<file path="src/rtl/tmr_status_if.sv">
// ---------------------------------------------------------------------------
// tmr_status_if
//   Groups the counter-observation, TIER/TSR control and status/interrupt
//   signals of the timer status unit.
//   Build option: TMR_CMP_MATCH_EN adds the compare-match signals
//   (tcmp, cmp_ie, cmp_clr, cmp_flag, cmp_irq).
//
//   Signals (direction seen from the status unit, modport slave):
//     tmr_edge        in   1-pclk pulse, counter steps on this edge
//     count_enable    in   counter enable as seen by the counter unit
//     count_load      in   counter load as seen by the counter unit
//     count_up_down   in   0 = up, 1 = down
//     tcnt            in   counter value before this edge's step
//     ovf_ie/udf_ie   in   interrupt enables
//     ovf_clr/udf_clr in   write-1-to-clear strobes
//     ovf_flag/udf_flag out sticky status
//     ovr_err         out  sticky overrun status
//     ovf_irq/udf_irq out  masked interrupt requests
//   The master modport is the driving side (counter unit / register file).
// ---------------------------------------------------------------------------
`ifndef DATA_WIDTH
`define DATA_WIDTH 8
`endif

interface tmr_status_if #(
  parameter int CNT_W = `DATA_WIDTH
);
  logic             tmr_edge;
  logic             count_enable;
  logic             count_load;
  logic             count_up_down;
  logic [CNT_W-1:0] tcnt;
  logic             ovf_ie;
  logic             udf_ie;
  logic             ovf_clr;
  logic             udf_clr;
  logic             ovf_flag;
  logic             udf_flag;
  logic             ovr_err;
  logic             ovf_irq;
  logic             udf_irq;
`ifdef TMR_CMP_MATCH_EN
  logic [CNT_W-1:0] tcmp;
  logic             cmp_ie;
  logic             cmp_clr;
  logic             cmp_flag;
  logic             cmp_irq;
`endif

  modport master (
    output tmr_edge, count_enable, count_load, count_up_down, tcnt,
    output ovf_ie, udf_ie, ovf_clr, udf_clr,
`ifdef TMR_CMP_MATCH_EN
    output tcmp, cmp_ie, cmp_clr,
    input  cmp_flag, cmp_irq,
`endif
    input  ovf_flag, udf_flag, ovr_err, ovf_irq, udf_irq
  );

  modport slave (
    input  tmr_edge, count_enable, count_load, count_up_down, tcnt,
    input  ovf_ie, udf_ie, ovf_clr, udf_clr,
`ifdef TMR_CMP_MATCH_EN
    input  tcmp, cmp_ie, cmp_clr,
    output cmp_flag, cmp_irq,
`endif
    output ovf_flag, udf_flag, ovr_err, ovf_irq, udf_irq
  );
endinterface

</file>
<file path="src/rtl/tmr_status_unit.sv">
// ---------------------------------------------------------------------------
// tmr_status_unit
//   Sits downstream of the counter unit. Predicts overflow/underflow wraps on
//   the same pclk edge that steps the counter, keeps sticky TSR status with
//   write-1-to-clear, tracks overrun (wrap while its flag is still set) and
//   drives masked interrupt requests.
//   Build option: TMR_CMP_MATCH_EN adds a compare-match flag/irq based on
//   the counter's next value against tcmp.
//
//   Ports:
//     pclk    in  system clock, rising edge
//     preset  in  synchronous reset, active-high, highest priority
//     bus     tmr_status_if.slave (counter observation, TIER/TSR strobes,
//             status flags and irq outputs)
// ---------------------------------------------------------------------------
`ifndef DATA_WIDTH
`define DATA_WIDTH 8
`endif

module tmr_status_unit #(
  parameter int CNT_W = `DATA_WIDTH
) (
  input logic         pclk,
  input logic         preset,
  tmr_status_if.slave bus
);

`ifdef TMR_CMP_MATCH_EN
  // Value the counter will hold after this step; wraps max+1 -> 0, 0-1 -> max.
  function automatic logic [CNT_W-1:0] next_count(input logic [CNT_W-1:0] cnt,
                                                  input logic             down);
    next_count = down ? (cnt - 1'b1) : (cnt + 1'b1);
  endfunction
`endif

  logic step;
  logic ovf_evt;
  logic udf_evt;
  logic ovf_flag_q, ovf_flag_nxt;
  logic udf_flag_q, udf_flag_nxt;
  logic ovr_err_q,  ovr_err_nxt;
  logic ovf_irq_q;
  logic udf_irq_q;

  // Event detection: a load pre-empts the step, so it can never wrap.
  always_comb begin
    step    = bus.tmr_edge & ~bus.count_load & bus.count_enable;
    ovf_evt = step & ~bus.count_up_down & (bus.tcnt == {CNT_W{1'b1}});
    udf_evt = step &  bus.count_up_down & (bus.tcnt == {CNT_W{1'b0}});
  end

  // Next-state status: set beats clear; overrun needs both clears at once.
  always_comb begin
    ovf_flag_nxt = ovf_flag_q;
    udf_flag_nxt = udf_flag_q;
    ovr_err_nxt  = ovr_err_q;

    if (ovf_evt)          ovf_flag_nxt = 1'b1;
    else if (bus.ovf_clr) ovf_flag_nxt = 1'b0;

    if (udf_evt)          udf_flag_nxt = 1'b1;
    else if (bus.udf_clr) udf_flag_nxt = 1'b0;

    // The set terms already exclude a same-cycle clear, so set and the
    // dual-clear condition can never both be true.
    if ((ovf_evt & ovf_flag_q & ~bus.ovf_clr) |
        (udf_evt & udf_flag_q & ~bus.udf_clr))
      ovr_err_nxt = 1'b1;
    else if (bus.ovf_clr & bus.udf_clr)
      ovr_err_nxt = 1'b0;
  end

  // Status register stage: irqs use next-state flags so they rise with them.
  always_ff @(posedge pclk) begin
    if (preset) begin
      ovf_flag_q <= 1'b0;
      udf_flag_q <= 1'b0;
      ovr_err_q  <= 1'b0;
      ovf_irq_q  <= 1'b0;
      udf_irq_q  <= 1'b0;
    end else begin
      ovf_flag_q <= ovf_flag_nxt;
      udf_flag_q <= udf_flag_nxt;
      ovr_err_q  <= ovr_err_nxt;
      ovf_irq_q  <= ovf_flag_nxt & bus.ovf_ie;
      udf_irq_q  <= udf_flag_nxt & bus.udf_ie;
    end
  end

  assign bus.ovf_flag = ovf_flag_q;
  assign bus.udf_flag = udf_flag_q;
  assign bus.ovr_err  = ovr_err_q;
  assign bus.ovf_irq  = ovf_irq_q;
  assign bus.udf_irq  = udf_irq_q;

`ifdef TMR_CMP_MATCH_EN
  logic cmp_evt;
  logic cmp_flag_q, cmp_flag_nxt;
  logic cmp_irq_q;

  always_comb begin
    cmp_evt      = step & (next_count(bus.tcnt, bus.count_up_down) == bus.tcmp);
    cmp_flag_nxt = cmp_flag_q;
    if (cmp_evt)          cmp_flag_nxt = 1'b1;
    else if (bus.cmp_clr) cmp_flag_nxt = 1'b0;
  end

  // Compare status register stage.
  always_ff @(posedge pclk) begin
    if (preset) begin
      cmp_flag_q <= 1'b0;
      cmp_irq_q  <= 1'b0;
    end else begin
      cmp_flag_q <= cmp_flag_nxt;
      cmp_irq_q  <= cmp_flag_nxt & bus.cmp_ie;
    end
  end

  assign bus.cmp_flag = cmp_flag_q;
  assign bus.cmp_irq  = cmp_irq_q;
`endif

endmodule

</file>
<file path="src/flat_wrapper.sv">
// flat-port wrapper written by rule: the top's interface ports become plain ports
module tmr_status_unit_flat 
#(
  parameter int CNT_W = `DATA_WIDTH
)
  (pclk, preset, bus_tmr_edge, bus_count_enable, bus_count_load, bus_count_up_down, bus_tcnt, bus_ovf_ie, bus_udf_ie, bus_ovf_clr, bus_udf_clr, bus_ovf_flag, bus_udf_flag, bus_ovr_err, bus_ovf_irq, bus_udf_irq);
  tmr_status_if #(.CNT_W(CNT_W)) bus_i ();
  input logic pclk;
  input logic preset;
  input wire logic [$bits(bus_i.tmr_edge)-1:0] bus_tmr_edge;
  input wire logic [$bits(bus_i.count_enable)-1:0] bus_count_enable;
  input wire logic [$bits(bus_i.count_load)-1:0] bus_count_load;
  input wire logic [$bits(bus_i.count_up_down)-1:0] bus_count_up_down;
  input wire logic [$bits(bus_i.tcnt)-1:0] bus_tcnt;
  input wire logic [$bits(bus_i.ovf_ie)-1:0] bus_ovf_ie;
  input wire logic [$bits(bus_i.udf_ie)-1:0] bus_udf_ie;
  input wire logic [$bits(bus_i.ovf_clr)-1:0] bus_ovf_clr;
  input wire logic [$bits(bus_i.udf_clr)-1:0] bus_udf_clr;
  output wire logic [$bits(bus_i.ovf_flag)-1:0] bus_ovf_flag;
  output wire logic [$bits(bus_i.udf_flag)-1:0] bus_udf_flag;
  output wire logic [$bits(bus_i.ovr_err)-1:0] bus_ovr_err;
  output wire logic [$bits(bus_i.ovf_irq)-1:0] bus_ovf_irq;
  output wire logic [$bits(bus_i.udf_irq)-1:0] bus_udf_irq;
  assign bus_i.tmr_edge = bus_tmr_edge;
  assign bus_i.count_enable = bus_count_enable;
  assign bus_i.count_load = bus_count_load;
  assign bus_i.count_up_down = bus_count_up_down;
  assign bus_i.tcnt = bus_tcnt;
  assign bus_i.ovf_ie = bus_ovf_ie;
  assign bus_i.udf_ie = bus_udf_ie;
  assign bus_i.ovf_clr = bus_ovf_clr;
  assign bus_i.udf_clr = bus_udf_clr;
  assign bus_ovf_flag = bus_i.ovf_flag;
  assign bus_udf_flag = bus_i.udf_flag;
  assign bus_ovr_err = bus_i.ovr_err;
  assign bus_ovf_irq = bus_i.ovf_irq;
  assign bus_udf_irq = bus_i.udf_irq;
  tmr_status_unit #(.CNT_W(CNT_W)) u_core (.pclk(pclk), .preset(preset), .bus(bus_i));
endmodule
</file>
<file path="config.mk">
export PLATFORM = sky130hd
export DESIGN_NAME = tmr_status_unit_flat
export DESIGN_NICKNAME = d
export VERILOG_FILES = /design/src/rtl/tmr_status_if.sv /design/src/rtl/tmr_status_unit.sv /design/src/flat_wrapper.sv
export SDC_FILE = /design/constraint.sdc
export NUM_CORES = 1
export LEC_CHECK = 0
export ABC_AREA = 1
export CAP_MARGIN = 10
export CORE_AREA = 2 2 39 41
export CTS_BUF_LIST = sky130_fd_sc_hd__clkbuf_8
export CTS_CLUSTER_DIAMETER = 120
export DETAILED_ROUTE_END_ITERATION = 8
export DIE_AREA = 0 0 41 43
export PLACE_DENSITY = 0.56
export SYNTH_ARGS = -nofsm -noshare
export SYNTH_HDL_FRONTEND = slang
export SYNTH_SLANG_ARGS = --single-unit
</file>
<file path="constraint.sdc">
create_clock -name pclk -period 1.9 [get_ports pclk]
set_clock_uncertainty 0.2 [all_clocks]
set_input_delay 0.285 -clock pclk [delete_from_list [all_inputs] [get_ports pclk]]
set_output_delay 0.285 -clock pclk [all_outputs]
set_load 0.02 [all_outputs]
</file>
==> results of run 1 <==
routing by layer:
layer,global-route usage,vias up
li1,-,190
met4,0.06000,0
met5,0,-
met3,0.04188,0
met2,0.1156,15
met1,0.1026,136
per-stage QoR:
stage | area [sq um] | hold WS [ps] | instances | setup slack [ps]
after floorplan | 282.8 | 156.5 | 46 | 824.4
after global placement | 523.0 | 338.7 | 84 | 328.7
after detailed placement | 523.0 | 354.6 | 84 | 310.8
after CTS | 568.0 | 367.2 | 88 | 255.0
after global routing | 568.0 | 426.5 | 88 | 227.3
final | 568.0 | 364.7 | 88 | 268.9
area by class of cell:
cell class,instances,area (sq um),area share
repair buffers,22,220.2,0.3877
multi-input cells,33,152.6,0.2687
flip-flops and latches,5,100.1,0.1762
clock buffers,3,41.29,0.07269
inverters,8,30.03,0.05286
well taps,16,20.02,0.03524
clock inverters,1,3.754,0.006608
cells by family after synthesis:
| kind of cell | synth area share |
|---|---|
| and+or+nand+nor | 0.4779 |
| AOI/OAI and AO/OA | 0.06196 |
| buffers and inverters | 0.1062 |
| DFF | 0.3540 |
registers in the layout, summed over array words and instances (netlist names):
register             cells
u_core.bus.ovf_irq       1
u_core.bus.udf_irq       1
u_core.bus.ovr_err       1
u_core.bus.ovf_flag      1
u_core.bus.udf_flag      1
cell usage in the layout, fill, tap and decap left out:
cell type	count
sky130_fd_sc_hd__inv_1	9
sky130_fd_sc_hd__clkbuf_8	3
sky130_fd_sc_hd__nand2_1	13
sky130_fd_sc_hd__and2_2	1
sky130_fd_sc_hd__nor3_2	1
sky130_fd_sc_hd__dfxtp_1	5
sky130_fd_sc_hd__o21ai_2	2
sky130_fd_sc_hd__and2_1	1
sky130_fd_sc_hd__nor2_1	10
sky130_fd_sc_hd__clkdlybuf4s50_1	22
sky130_fd_sc_hd__nand3_1	5
worst paths after layout:
| check | start | slack (ps) | end |
|---|---|---|---|
| max | u_core.bus.ovr_err | 270 | bus_ovr_err |
| min | u_core.bus.ovr_err | 360 | u_core.bus.ovr_err |
| max reg2reg | u_core.bus.udf_flag | 930 | u_core.bus.ovr_err |
| min reg2reg | u_core.bus.ovr_err | 360 | u_core.bus.ovr_err |
power by group through the flow:
stage	registers [mW]	logic [mW]	clock network (mW)
floorplan	0.107	0.00875	0
global placement	0.107	0.0489	0
detailed placement	0.107	0.0491	0
CTS	0.106	0.0492	0.195
global route	0.106	0.0535	0.200
finish	0.106	0.0486	0.187
==> results list, run 1 <==
- Run status: complete, no violations
- Clock Tree Root: sky130_fd_sc_hd__clkbuf_8
- Synth top cells by count: 13 x sky130_fd_sc_hd__nand2_1, 10 x sky130_fd_sc_hd__nor2_1, 8 x sky130_fd_sc_hd__inv_1
- The initial antenna violation count is 0.
- Reported max-cap violation count: 0
- The first detailed-routing pass took 2 iterations.
* Width of the die: slightly above 40 um
- Worst-case vdd ir drop: 0.4230 mV
* First-pass GRT wire length: approximately 1000 um
- RSZ-0062 raised after global routing: false
- Clock tree synthesis inserted a total of 3 buffers.
* Synthesized netlist cell count: 46
- Via count of the routed design: approximately 340
- Buffers inserted to repair hold after CTS numbered 0.
- The final hold violation count came to 0.
* Met1 Wirelength: approximately 300 um
- The worst setup path is launched from a flip-flop.
* Synth unique cells: 9
- The slowest stage of the critical path belongs to the cell sky130_fd_sc_hd__clkdlybuf4s50_1.
- Synthesis warning total: 0
- Post-Syn Area per Cell: 6.147 sq um
* Final period demand of the worst path: between 1500 and 2000 ps
- Nets@finish: 91
- After floorplanning, the core was divided into 14 placement rows.
* Clock Tree Buf Depth: 2
* Weighted congestion at the end of routability-driven global placement: roughly 0.64
- Summed over all layers, the global routing overflow is 0.
- Clock power frac: 0.548
- Total wire length after detailed routing: 685 um
- The later pin in the worst-skew pair is clocked with a latency of between 200 and 250 ps.
- For this block, the initial DRC count from the detailed router was 1.
- Routed wire length on met3: roughly 88 um
- Classification of the worst-slack hold path: reg -> reg
* Antenna Diode Count: 0
- Leading cell type by number of instances after synthesis: sky130_fd_sc_hd__nand2_1
- In the routed design, unresolved DRC markers number 0.
- In this run the number of cells on the critical path is 1.
- All-Layer GR Usage: 0.08626
- Buffers added to address setup during post-CTS repair amount to 0.
* Cell Chain, Critical Path: clkdlybuf4s50_1
- Average via count per standard cell: between 3 and 4
* Leakage: about 0.24 nW
- For this configuration, the core starts out at a cell density of 0.2043.
- Number of ports placed on the die boundary: 23
- The number of cells on the worst reg-to-reg path is 6.
- Count of pins over their slew limit: 0
* Cell taking the most area after synthesis: sky130_fd_sc_hd__dfxtp_1
* Switching power: around 0.063 mW
* Number of port buffers: 22
* Clock-pin slew of the registers on the worst-case setup and hold paths: approximately 30 ps
* Crit path buffers/inverters: 1
- Slew @ Worst Pin: around 220 ps
- Among cell families on the critical path, the largest total delay comes from buffers and inverters.
- The via count of the first global-routing pass came to approximately 300.
- Register bit count reported by yosys: 5
- The core region is between 1000 and 1500 sq um.
- The setup path with the least slack is of type reg -> out.
- Syn Std Cell Area: ~280 sq um
- Top cell type's share of synthesized area: 0.3540
* Count of flip-flops with a built-in enable after synthesis: 0
- The share of total power dissipated in sequential elements is 0.309.
* Power density cells: about 600 nW/um^2
- The layout has roughly 170 filler cells.
- The wire-length estimate of the detail-placed layout is between 500 and 600 um.
- In this run the top signal layer used is met3.
- Counting every sink on the clock net gives 5.
- The share of total power dissipated in combinational logic is 0.142.
- In the final layout, the share of cells above drive strength 1 is 0.09722.
* Worst path required time: between 1000 and 1500 ps
- Of all flip-flops after synthesis, the portion carrying an async set or reset was 0.
- Entering global routing, the biggest net connects 4 pins.
- In the synthesized netlist the dominant register cell turns out to be sky130_fd_sc_hd__dfxtp_1.
- Data arrival, critical path: 1150 ps
- Capturing element type of the critical path: primary output
- Setup violations remaining at the end of the flow were counted as 0.
- Chip Height: 43 um
- In this run the number of H-tree levels came out at 1.
- The number of nets in the synthesized netlist is between 60 and 70.
- The design draws between 0.3 and 0.4 mW.
- Top cells by area, synth: sky130_fd_sc_hd__dfxtp_1 35%, sky130_fd_sc_hd__nand2_1 17%, sky130_fd_sc_hd__nor2_1 13%
- Final core utilization: 0.4105
* Crit-path max cell delay: a little over 600 ps
- Sequential fraction of the synthesis area: 0.3540
- Achievable clock frequency: around 600 MHz
- P_int: ~0.28 mW
- In the final timing run, aggregate negative setup slack is 0 ps.
- Count of cells along the worst hold path: 4
- Growth of design area from synthesis to finish: 100.9%
* Post-CTS sizing: 0
- Routed wire per std cell: 7.784 um
- Count of antenna-violating nets left after detailed routing: 0
- Share of total power consumed by net switching: 0.1855
- The die covers approximately 1800 sq um.
- Along the worst path, the maximum fanout reaches 2.
- Final worst-path cycle share: 0.8585
* Clock tree from TritonCTS: done
- Worst slew margin relative to its limit: 0.8502
* Length of routed met2 wiring: roughly 300 um
Note: power is estimated with default switching activity, not from simulation.
==> run 2, diff against run 1 <==
--- a/config.mk
+++ b/config.mk
@@ -12,6 +12,8 @@
 export CTS_CLUSTER_DIAMETER = 120
 export DETAILED_ROUTE_END_ITERATION = 8
 export DIE_AREA = 0 0 41 43
+export GPL_ROUTABILITY_DRIVEN = 0
+export MAX_ROUTING_LAYER = met4
 export PLACE_DENSITY = 0.56
 export SYNTH_ARGS = -nofsm -noshare
 export SYNTH_HDL_FRONTEND = slang
==> run 2 against run 1 <==
Compared with the run above:
- die area stayed put
- maximum frequency hardly changed
- non-clock buffer count stayed put
- wire length stayed put
- via count stayed put
- design area stayed put
- register-to-register slack hardly changed
- count of clock-buffer cells in the layout stayed put
- cell count stayed put
- highest routed layer unchanged
==> results list, run 2 (same netlist as run 1, synthesis figures left out) <==
- Setup tns final: 0 ps
* Count of cells along the worst hold path: 4
- The library cell used most frequently in the layout, excluding fill and tap cells, is sky130_fd_sc_hd__clkdlybuf4s50_1.
- Walking the worst path, the cells encountered are clkdlybuf4s50_1.
- The die covers about 1800 sq um.
* # placed instances: 84
- Across the whole layout, storage elements account for 100.1 sq um.
- In this run the tool buffered the top-level ports with 22 buffer cells.
- Summed over all nets, the half-perimeter wirelength after detailed placement is just under 600 um.
* Clock tree from TritonCTS: done
- For this run, the top clock speed supported by timing is between 600 and 700 MHz.
- For the pin with the worst max-slew slack, the measured transition is 228.9 ps.
- Final worst-path cycle share: 0.8585
* Critical Path Start Type: flip-flop
- The net count of the finished layout is 91.
* Number of ports placed on the die boundary: 23
- Area of the multi-input gates: roughly 150 sq um
- Clock tree sinks: 5
* Initial Utilization: 0.2043
- The first global-routing pass estimated about 1000 um of wire.
- The worst path needs 1631 ps of the cycle, external delays included.
* Critical Path Fanout Max: 2
- Remaining Overflow, GRT: 0
- Core ar.: between 1000 and 1500 sq um
- Together, buffers and inverters on the worst path number 1.
- The worst setup path is of the reg -> out kind.
- Hold-fix buffers, CTS: 0
- Setup Buffers After CTS: 0
- End point of the worst hold path: u_core.bus.ovr_err
* CTS H-tree lvls: 1
* Classification of the worst-slack hold path: reg -> reg
- Layout cells sized above 1: 0.09722
- Clock-pin slew of the registers on the worst-case setup and hold paths: around 30 ps
- After clock tree synthesis, the repair step resized 0 gates.
- Worst-case vdd ir drop: around 0.42 mV
- The slowest stage of the critical path is the sky130_fd_sc_hd__clkdlybuf4s50_1 cell.
- The final hold violation count was 0.
* Count of antenna-violating nets left after detailed routing: 0
- The startpoint identified for the worst register-to-register timing path is u_core.bus.udf_flag.
- In the layout the commonest cells are 22 x sky130_fd_sc_hd__clkdlybuf4s50_1, 13 x sky130_fd_sc_hd__nand2_1, 10 x sky130_fd_sc_hd__nor2_1, 9 x sky130_fd_sc_hd__inv_1.
- The number of slew-limit violations in the final report is 0.
- Vias in the first global route: around 300
- Clock insertion delay at the later pin of the skew report: 220 ps
* Reg2reg path depth: 6
* FP Rows: 14
* Initial DRC count: 1
- FF-to-FF setup slack: about 930 ps
- The routed design has 685 um of wire.
- Cell count along the critical path: 1
* Antenna Diode Count: 0
- The finished layout holds about 90 standard cells, fillers aside.
- Worst slew margin relative to its limit: 0.8469
- Counting along the longest clock path gives a buffer depth of 2.
- Reported max-cap violation count: 0
- Worst path required time: between 1000 and 1500 ps
* Capturing element type of the critical path: primary output
* Routed wire per std cell: just under 8 um
* Category of cells accounting for the largest share of critical-path delay: buffers and inverters
- Growth of design area from synthesis to finish: 100.9%
- Start point of the worst hold path: u_core.bus.ovr_err
* Chip Height: approximately 43 um
- Fill cells: 165
- The number of clock buffers added by TritonCTS is 3.
* Clock Tree Root: sky130_fd_sc_hd__clkbuf_8
- In the global route stage, overall resource usage came out at 0.08839.
- Antenna violations before repair: 0
- Average via count per standard cell: between 3 and 4
* Pin count of the biggest net entering global routing: 4
- STA puts the critical path data arrival time at 1150 ps.
- From left edge to right edge, the die measures around 41 um.
* Via count of the routed design: around 340
- The analysis attributes to cell leakage a power of ~0.24 nW.
- Destination of the worst register-to-register timing path: u_core.bus.ovr_err
* Crit-path max cell delay: 610 ps
- Drc violations: 0
- The first detailed-routing pass took 2 iterations.
- Setup repair after global routing left no endpoint under its margin.
* Power density cells: roughly 600 nW/um^2
- Setup violations remaining at the end of the flow were counted as 0.
* Run status: complete, no violations
-- run 2: worst reg2reg max path: cells and delay by family, from the launching register on --
| family | cells | cell delay [ps] |
|---|---|---|
| flip-flops | 1 | 310 |
| AND/OR/NAND/NOR | 4 | 310 |
| buffers and inverters | 2 | 100 |
-- run 2: cell type report --
type | count | area share
Timing Repair Buffer | 22 | 0.3877
Clock buffer | 3 | 0.07269
Multi-Input combinational cell | 33 | 0.2687
Tap cell | 16 | 0.03524
Clock inverter | 1 | 0.006608
Sequential cell | 5 | 0.1762
Inverter | 8 | 0.05286
-- run 2: layer usage --
metal	up-vias	global-route usage	wire length, um
met1	136	0.1090	307
li1	190	-	-
met5	-	-	0
met4	0	0.06000	0
met3	0	0.03141	74
met2	15	0.1156	304
-- run 2: worst max path at each step --
stage | startpoint | endpoint | slack [ps]
after floorplan | u_core.bus.udf_flag | u_core.bus.ovr_err | 820
after global placement | bus_tcnt[2] | u_core.bus.ovf_flag | 330
after detailed placement | bus_tcnt[1] | u_core.bus.ovf_irq | 310
after CTS | u_core.bus.ovr_err | bus_ovr_err | 250
after global routing | u_core.bus.ovr_err | bus_ovr_err | 230
final | u_core.bus.ovr_err | bus_ovr_err | 270
-- run 2: power by group --
| group | internal [mW] | switching (mW) |
|---|---|---|
| Sequential | 0.106 | 0.00000581 |
| Clock | 0.138 | 0.0490 |
| Combinational | 0.0343 | 0.0144 |
-- run 2: stage by stage --
| stage | setup slack (ps) | total power [mW] | hold slack (ps) | cell area (sq um) | util |
|---|---|---|---|---|---|
| final | 268.9 | 0.3415 | 364.7 | 568.0 | 0.4105 |
| after detailed placement | 310.8 | 0.1562 | 354.6 | 523.0 | 0.3779 |
| after floorplan | 824.4 | 0.1159 | 156.5 | 282.8 | - |
| after global placement | 328.7 | 0.1561 | 338.7 | 523.0 | 0.3779 |
| after global routing | 227.3 | 0.3587 | 426.5 | 568.0 | 0.4105 |
| after CTS | 255.0 | 0.3500 | 367.2 | 568.0 | 0.4105 |
==> run 3, diff against run 2 <==
--- a/config.mk
+++ b/config.mk
@@ -12,9 +12,10 @@
 export CTS_CLUSTER_DIAMETER = 120
 export DETAILED_ROUTE_END_ITERATION = 8
 export DIE_AREA = 0 0 41 43
+export DONT_BUFFER_PORTS = 1
 export GPL_ROUTABILITY_DRIVEN = 0
 export MAX_ROUTING_LAYER = met4
-export PLACE_DENSITY = 0.56
+export PLACE_DENSITY = 0.34
 export SYNTH_ARGS = -nofsm -noshare
 export SYNTH_HDL_FRONTEND = slang
 export SYNTH_SLANG_ARGS = --single-unit
==> run 3 against run 2 <==
Compared with the run above:
- global-route usage grew 0.54 points
- maximum frequency grew 0.43%
- clock power grew 2%
- hold slack lost 340 ps
- via count shrank 18%
- critical endpoint is now u_core.bus.ovf_irq
- largest power group unchanged
==> results list, run 3 (same netlist as run 1, synthesis figures left out) <==
- FP Rows: 14
- The share of total power dissipated in sequential elements is 0.341.
- Initial DRC count: 0
* Chip Height: roughly 43 um
* Fin area: 377.9 sq um
- Clock tree synthesis inserted a total of 3 buffers.
* Count of antenna-violating nets left after detailed routing: 0
* Worst-case vdd ir drop: around 0.44 mV
- FF-to-FF setup slack: between 200 and 300 ps
* Die Area: around 1800 sq um
- P_int: around 0.25 mW
- TritonCTS built the clock tree.
* Clock Tree Root: sky130_fd_sc_hd__clkbuf_8
- Achievable clock frequency: 615.7 MHz
* Classification of the worst-slack hold path: in -> reg
* Hold-fix buffers, CTS: 3
- Capturing element type of the critical path: flip-flop
- The run finished with clean final reports.
- Across all setup checks in the final design, the least slack found is approximately 280 ps.
- Area of all sequential standard cells: between 100 and 150 sq um
- Once the clock tree was built, the setup fixing pass inserted 0 buffers.
* CTS H-tree lvls: 1
* Reg-to-reg critical path startpoint: u_core.bus.ovf_flag
- Crit-path max cell delay: around 550 ps
- Commonest cells after routing, fill and taps aside: 13 x sky130_fd_sc_hd__nand2_1, 10 x sky130_fd_sc_hd__nor2_1, 9 x sky130_fd_sc_hd__inv_1, 5 x sky130_fd_sc_hd__nand3_1, 5 x sky130_fd_sc_hd__dfxtp_1
* Number of port buffers: 0
- Summed over all nets, the switching power comes to 0.05878 mW.
- Nets@finish: 72
- Growth of design area from synthesis to finish: 33.63%
* Width of the die: 41 um
* First-pass GRT wire length: 1000 um
- Pin count of the biggest net entering global routing: 4
* Number of setup violations in the final report: 0
- Before CTS, the worst setup slack after placement is ~750 ps.
- Final worst-path cycle share: 0.8548
- Fill cells: around 160
- Slew @ Worst Pin: roughly 240 ps
- Antenna Diode Count: 0
- Drc violations: 0
- The worst setup path is of the reg -> reg kind.
- Worst path required time: 1860 ps
- Slowest stage cell on the critical path: sky130_fd_sc_hd__dlygate4sd3_1
- The final hold violation count was 0.
* Area of the multi-input gates: around 150 sq um
* Clock insertion delay at the later pin of the skew report: roughly 220 ps
- Average via count per standard cell: between 4 and 5
- Clock tree sinks: 5
* Critical Path Start Type: flip-flop
- Data arrives at the worst endpoint at ~1600 ps.
- Setup tns final: 0 ps
- Clock-pin slew of the registers on the worst-case setup and hold paths: roughly 40 ps
- The endpoint identified for the worst register-to-register timing path is u_core.bus.ovf_irq.
* Reported max-cap violation count: 0
- Reg2reg path depth: 5
* Layout cells sized above 1: 0.1321
- Leakage: roughly 0.18 nW
- In this run the power density over the cells is between 800 and 900 nW/um^2.
* Number of ports placed on the die boundary: 23
- Vias in the first global route: approximately 260
- End point of the worst hold path: u_core.bus.ovr_err
- Along the worst path, the maximum fanout reaches 2.
* Clock Tree Buf Depth: 2
* Via count of the routed design: around 280
- The share of total power dissipated in combinational logic is 0.043.
- The number of slew-limit violations in the final report is 0.
- Total design power: between 0.3 and 0.4 mW
* Count of cells along the worst hold path: 3
- Initial Utilization: 0.2043
- Most common library cell in the layout ignoring fill and taps: sky130_fd_sc_hd__nand2_1
- Total wire length after detailed routing: 603 um
- For this run, the total global-route usage over all layers was measured as 0.09381.
- In this design, the largest share of critical-path delay is due to buffers and inverters.
- Post-CTS sizing: 0
- Traced cell by cell, the critical path runs through inv_1 > o21ai_2 > nand2_1 > nor2_1 > dlygate4sd3_1.
* Total placed instance area: ~300 sq um
- Number of detailed-routing iterations run before antenna repair: 1
- Headroom to the max-slew limit came out at 0.8418.
- Start point of the worst hold path: preset
- Remaining Overflow, GRT: 0
- DP HPWL: 500.2 um
- Antenna violations before repair: 0
- Fin Hold WS: 27.29 ps
- Counting both buffers and inverters, the worst setup path holds a total of 2.
* Routed wire per std cell: 8.739 um
* Core ar.: 1384 sq um
* Share of total power consumed by net switching: 0.1897
* Clock power frac: 0.616
- Final period demand of the worst path: 1624 ps
- Setup repair after global routing left no endpoint under its margin.
run 3: cell types whose count changed in the layout (fill, tap and decap cells not counted):
cell | previous run | this run
sky130_fd_sc_hd__dlygate4sd3_1 | 0 | 3
sky130_fd_sc_hd__clkdlybuf4s50_1 | 22 | 0
run 3: worst max path at each step:
stage                     cells past startpoint  slack [ps]                  to                start
final                                         5         280  u_core.bus.ovf_irq  u_core.bus.ovf_flag
after global routing                          5         170  u_core.bus.ovf_irq  u_core.bus.ovf_flag
after CTS                                     5         260  u_core.bus.ovf_irq  u_core.bus.ovf_flag
after detailed placement                      6         750  u_core.bus.ovr_err  u_core.bus.udf_flag
after global placement                        6         750  u_core.bus.ovr_err  u_core.bus.udf_flag
after floorplan                               6         820  u_core.bus.ovr_err  u_core.bus.udf_flag
run 3: routing by layer:
layer / vias up / track usage / share of wire / wire length [um]
met5: - / - / 0 / 0
met4: 0 / 0.1000 / 0.038 / 23
met3: 2 / 0.03665 / 0.12 / 73
met2: 15 / 0.1313 / 0.48 / 288
met1: 111 / 0.08738 / 0.36 / 217
li1: 151 / - / - / -
run 3: power by group through the flow:
| stage | Clock (mW) | Combinational, mW | Sequential (mW) |
|---|---|---|---|
| 3_3_place_gp | 0 | 0.0102 | 0.107 |
| 3_5_place_dp | 0 | 0.0100 | 0.107 |
| 5_1_grt | 0.205 | 0.0158 | 0.106 |
| 6_report | 0.191 | 0.0134 | 0.106 |
| 2_1_floorplan | 0 | 0.00875 | 0.107 |
| 4_1_cts | 0.195 | 0.0137 | 0.106 |
run 3: worst register-to-register path: cells and delay by family (launching register included):
kind            cells  cell delay, ps
simple gates        2             130
buf+inv             2             650
flops               1             430
compound gates      1             150
run 3: metrics by stage:
step,cells,util
after global placement,62,0.2188
final,69,0.2731
after floorplan,46,-
after global routing,69,0.2731
after CTS,69,0.2731
after detailed placement,62,0.2188
run 3: layout make-up:
class | instances | share of cell area
inverters | 8 | 0.07947
multi-input cells | 33 | 0.4040
repair buffers | 3 | 0.07947
clock buffers | 3 | 0.1093
flip-flops and latches | 5 | 0.2649
clock inverters | 1 | 0.009934
well taps | 16 | 0.05298
